===== src/rtl/bab_pkg.sv =====
// Shared constants and state type for the bab_2_3_5 generator and its inverse.
// f(n)=2n^2+3n+5 is built from SEED and STEP on both ends.
package bab_pkg;
  localparam int SEED  = 5;
  localparam int STEP  = 4;
  localparam int N_MAX = 63;
  localparam int W_VAL = 13;
  localparam int W_N   = 6;
  localparam int W_F   = W_VAL + 1;

  typedef enum logic [1:0] {
    e_idle,
    e_calc,
    e_done
  } t_state;
endpackage


===== src/rtl/bab_2_3_5_inv.sv =====
// Inverse of the bab_2_3_5 sequence: largest n with f(n) <= value,
// found by stepping the generator one index per cycle.
module bab_2_3_5_inv
  import bab_pkg::*;
(
  input  logic             i_clk,
  input  logic             i_rst,
  input  logic             i_start,
  input  logic             i_clear,
  input  logic [W_VAL-1:0] i_val,
  output logic             o_done,
  output logic [W_N-1:0]   o_n,
  output logic             o_exact,
  output logic             o_under
);

  t_state           r_state;
  logic [W_VAL-1:0] r_val;
  logic [W_N-1:0]   r_n;
  logic [W_F-1:0]   r_f;
  logic [W_F-1:0]   r_d;
  logic [W_F-1:0]   w_val;

  assign w_val = {1'b0, r_val};

  always_ff @(posedge i_clk) begin
    if (i_rst) begin
      r_state <= e_idle;
      r_val   <= '0;
      r_n     <= '0;
      r_f     <= '0;
      r_d     <= '0;
      o_done  <= 1'b0;
      o_n     <= '0;
      o_exact <= 1'b0;
      o_under <= 1'b0;
    end else begin
      case (r_state)
        e_idle: begin
          if (i_start) begin
            r_val   <= i_val;
            r_n     <= '0;
            r_f     <= W_F'(SEED);
            r_d     <= W_F'(SEED);
            r_state <= e_calc;
          end
        end
        e_calc: begin
          if (r_f > w_val) begin
            // overshoot: the previous index was the last one <= value
            o_n     <= (r_n == '0) ? '0 : r_n - 1'b1;
            o_under <= (r_n == '0);
            o_exact <= 1'b0;
            o_done  <= 1'b1;
            r_state <= e_done;
          end else if (r_f == w_val) begin
            o_n     <= r_n;
            o_exact <= 1'b1;
            o_under <= 1'b0;
            o_done  <= 1'b1;
            r_state <= e_done;
          end else if (r_n == W_N'(N_MAX)) begin
            o_n     <= r_n;
            o_exact <= 1'b0;
            o_under <= 1'b0;
            o_done  <= 1'b1;
            r_state <= e_done;
          end else begin
            r_f <= r_f + r_d;
            r_d <= r_d + W_F'(STEP);
            r_n <= r_n + 1'b1;
          end
        end
        e_done: begin
          if (i_clear) begin
            o_done  <= 1'b0;
            r_state <= e_idle;
          end
        end
        default: begin
          o_done  <= 1'b0;
          r_state <= e_idle;
        end
      endcase
    end
  end

endmodule


===== config.mk =====
export PLATFORM = sky130hd
export DESIGN_NAME = bab_2_3_5_inv
export DESIGN_NICKNAME = d
export VERILOG_FILES = /design/src/rtl/bab_pkg.sv /design/src/rtl/bab_2_3_5_inv.sv
export SDC_FILE = /design/constraint.sdc
export NUM_CORES = 1
export LEC_CHECK = 0
export ABC_AREA = 1
export CORE_MARGIN = 1.5
export CORE_UTILIZATION = 59
export CTS_CLUSTER_SIZE = 12
export DETAILED_ROUTE_END_ITERATION = 7
export PLACE_DENSITY = 0.8
export SYNTH_ARGS = -nofsm -noshare
export SYNTH_HDL_FRONTEND = slang
export SYNTH_SLANG_ARGS = --single-unit

===== constraint.sdc =====
create_clock -name i_clk -period 2.3 [get_ports i_clk]
set_clock_uncertainty 0.15 [all_clocks]
set_input_delay 0.345 -clock i_clk [delete_from_list [all_inputs] [get_ports i_clk]]
set_output_delay 0.345 -clock i_clk [all_outputs]
set_load 0.01 [all_outputs]

==> results.md <==
* Outcome: finished clean
* Post-DR vias/cell at 5.504
* Delay-heaviest family, CP: simple AND/OR/NAND/NOR gates
* Core footprint at 5956 µm²
* Final WL at 9.319 mm
* Max Slew Vio Count at 0
* Critical path class: flip-flop to flip-flop
* Sw frac at 42.83%
* Final Cycle Share at 96.13%
* Crit path DAT at 2.32 ns
* Ys async rst share at 0%
* CP Capture Type: flip-flop
* Syn nets at 612
* Post-synth top flop: dfxtp_1
* Ys Warns at 0
* Die W at 81.86 µm
* ANT cells at 0
* Synth Register Bits at 57
* Mapped Area at 3669 µm²
* Top cell type's share of synthesized area at 31.11%
* Required @ worst endpoint at 2.41 ns
* Drt wl/cell at 13.85 µm
* Final HPWL DP at 6.597 mm
* Num ports at 26
* Reg-to-reg endpoint: r_f[12]
* Hold path cells at 2
* Crit path cell chain: inv_1 > ha_1 > nand2_1 > nor2_2 > nand2_1 > inv_2 > nand2_1 > nand4_4 > buf_4 > nand3_1 > a21oi_1
* Worst vdd ir at 0.6100 mV
* H-tree levels at 3
* Average cell area after synthesis at 6.493 µm²
* Startpoint types: flip-flop
* Area Overhead vs Synth at 16.44%
* Clock share of power at 23.6%
* Slowest CP cell: dfxtp_1
* Placed inst area at 4014 µm²
* Max frequency at 0.4523 GHz
* Cell area after layout at 4272 µm²
* Sequential fraction of the synthesis area at 31.11%
* Vias in the first global route at 3278
* Switching power at 1984 µW
* Layout cells sized above 1 at 8.361%
* CTS Buffer Depth at 2
* Top cells by count, synth: nand2_1 (124), nor2_1 (90), dfxtp_1 (57)
* Clk slew on worst S/H paths at 0.07 ns
* Fin nets at 641
* Die Height at 81.86 µm
* Clock buffer count from CTS at 9
* Hold Path Class: flip-flop to flip-flop
* Cells after Synth at 565
* Setup bufs post-CTS at 0
* Relative slew slack at 73.96%
* Area leader, netlist: dfxtp_1
* Leading post-synthesis cells by cell area: dfxtp_1 (31%), nand2_1 (13%), ha_1 (10%)
* Final Setup Violations at 0
* GRT Util Overall at 29.70%
* Core Rows at 28
* CTS tree: done
* Global route total overflow at 0
* Worst skew pair latency at 0.34 ns
* Iteration-0 DRC count of the detailed router at 250
* Worst Path Buf+Inv at 3
* Netlist cell types at 32
* PostCTS Resize Cnt at 0
* Reg power frac at 29.9%
* Reg-to-reg startpoint: r_val[11]
* CTS root buffer: clkbuf_8
* Fin. Hold Viols at 0
* Min Clock Period, post-route at 2.211 ns
* Int Pwr at 2648 µW
* CTS hold repair buffers at 0
* DRT antenna net count at 0
* Max-Cap Viols at 0
* Most common cell in the synthesized netlist: nand2_1
* Gate power share at 46.5%
* GPL Wtd Cong at 0.8922
* Drc violations at 0
* Initial core utilization at 61.60%
* Antenna violations before repair at 0
* Pin count of the biggest net entering global routing at 26
* IO Port Bufs at 25
* Largest fanout on the critical path at 15
* Worst-Margin Slew at 0.3901 ns
* R2R Setup Slk at 0.09 ns
* Critical path depth in cells at 11
* Worst setup path startpoint: r_val[11]
* EDFF count, synth at 0
* Clock sink total at 57
* Setup TNS at 0 ns
* Worst reg2reg path depth at 11
* DIE AREA at 6700 µm²
* Crit path largest cell delay at 0.31 ns
* Vias at 3704
* Crit path to: r_f[12]
* Static Leak at 0.001914 µW
* PwrDens at 1084 nW/µm²
* CP most frequent cell: nand2_1
* 1st-pass router iterations at 5
* First-pass GRT wire length at 14.93 mm
-- power by group through the flow --
| stage | clock, µW | sequential, µW | combinational (µW) |
|---|---|---|---|
| 6_report | 1090 | 1380 | 2150 |
| 5_1_grt | 1150 | 1400 | 2430 |
| 4_1_cts | 1110 | 1370 | 2060 |
| 3_5_place_dp | 0 | 1390 | 2030 |
| 3_3_place_gp | 0 | 1380 | 1960 |
| 2_1_floorplan | 0 | 1350 | 1550 |
-- per-stage QoR --
| step | std cells | total power [µW] | hold WS, ns | util (%) | setup slack (ns) |
|---|---|---|---|---|---|
| floorplan | 565 | 2895 | 0.2853 | - | 0.3720 |
| global placement | 658 | 3343 | 0.2952 | 67.40 | 0.2653 |
| detailed placement | 658 | 3429 | 0.3060 | 67.40 | 0.1492 |
| CTS | 673 | 4543 | 0.3153 | 71.24 | 0.1091 |
| global route | 673 | 4982 | 0.3263 | 71.72 | -0.06109 |
| finish | 673 | 4632 | 0.3146 | 71.72 | 0.08911 |
-- final cells by class --
class	count	area, µm²
timing repair buffer	36	352.8
clock inverter	2	60.06
tap	75	93.84
clock buffer	13	168.9
sequential	57	1141
multi-input combinational	427	2216
inverter	63	239.0
fill	510	1684
-- worst min-delay path: stages, from the launching register on --
cell,delay (ns)
dfxtp_1,0.31
nand2_1,0.06
a21oi_1,0.05
-- state kept, by name, indices dropped and copies added, names as in the netlist --
name	flops
r_f	14
o_under	1
r_state	2
o_exact	1
r_n	6
o_done	1
r_d	13
o_n	6
r_val	13
-- how the worst min path moves through the flow --
stage / start / to / slack (ns)
floorplan: r_val[10] / r_val[10] / 0.29
global placement: r_val[11] / r_val[11] / 0.30
finish: o_n[4] / o_n[4] / 0.31
detailed placement: r_val[7] / r_val[7] / 0.31
CTS: r_val[7] / r_val[7] / 0.32
global route: o_n[2] / o_n[2] / 0.33
-- layout by cell type (no fill, tap or decap), types with 2 or more instances in the layout --
master and instances:
clkbuf_8 12, dfxtp_1 57, ha_1 30, nor2_4 2, nand4_1 6, nand2_1 122
nor2_1 89, nor3b_1 2, nand2_2 5, nor2_2 6, clkdlybuf4s50_1 25, buf_6 2
a21o_1 3, o21ai_1 8, nand3_1 45, xor2_1 4, bufinv_16 2, o21ai_0 38
inv_1 56, xnor2_1 2, buf_4 8, nor3_1 6, inv_2 6, a21oi_1 50
-- per-layer routing --
| metal | wire [µm] | vias to the layer above | share of wire (%) | global-route usage, % |
|---|---|---|---|---|
| met5 | 0 | - | 0 | 0 |
| met4 | 271 | 0 | 2.9 | 14.07 |
| met3 | 600 | 26 | 6.4 | 4.889 |
| met2 | 4101 | 135 | 44 | 47.05 |
| met1 | 4346 | 1649 | 47 | 39.12 |
| li1 | - | 1894 | - | - |
-- logic make-up (layout without fill, tap and decap cells) --
family,after synthesis,count (layout),synth area share (%)
AND/OR/NAND/NOR,287,287,33.53
flip-flops,57,57,31.10
buffers and inverters,81,114,9.004
adder cells (fa/ha/maj),30,30,10.23
AO/OA/AOI/OAI,104,104,14.70
XOR/XNOR,6,6,1.432
No activity file was read; power rests on OpenSTA's default activity.
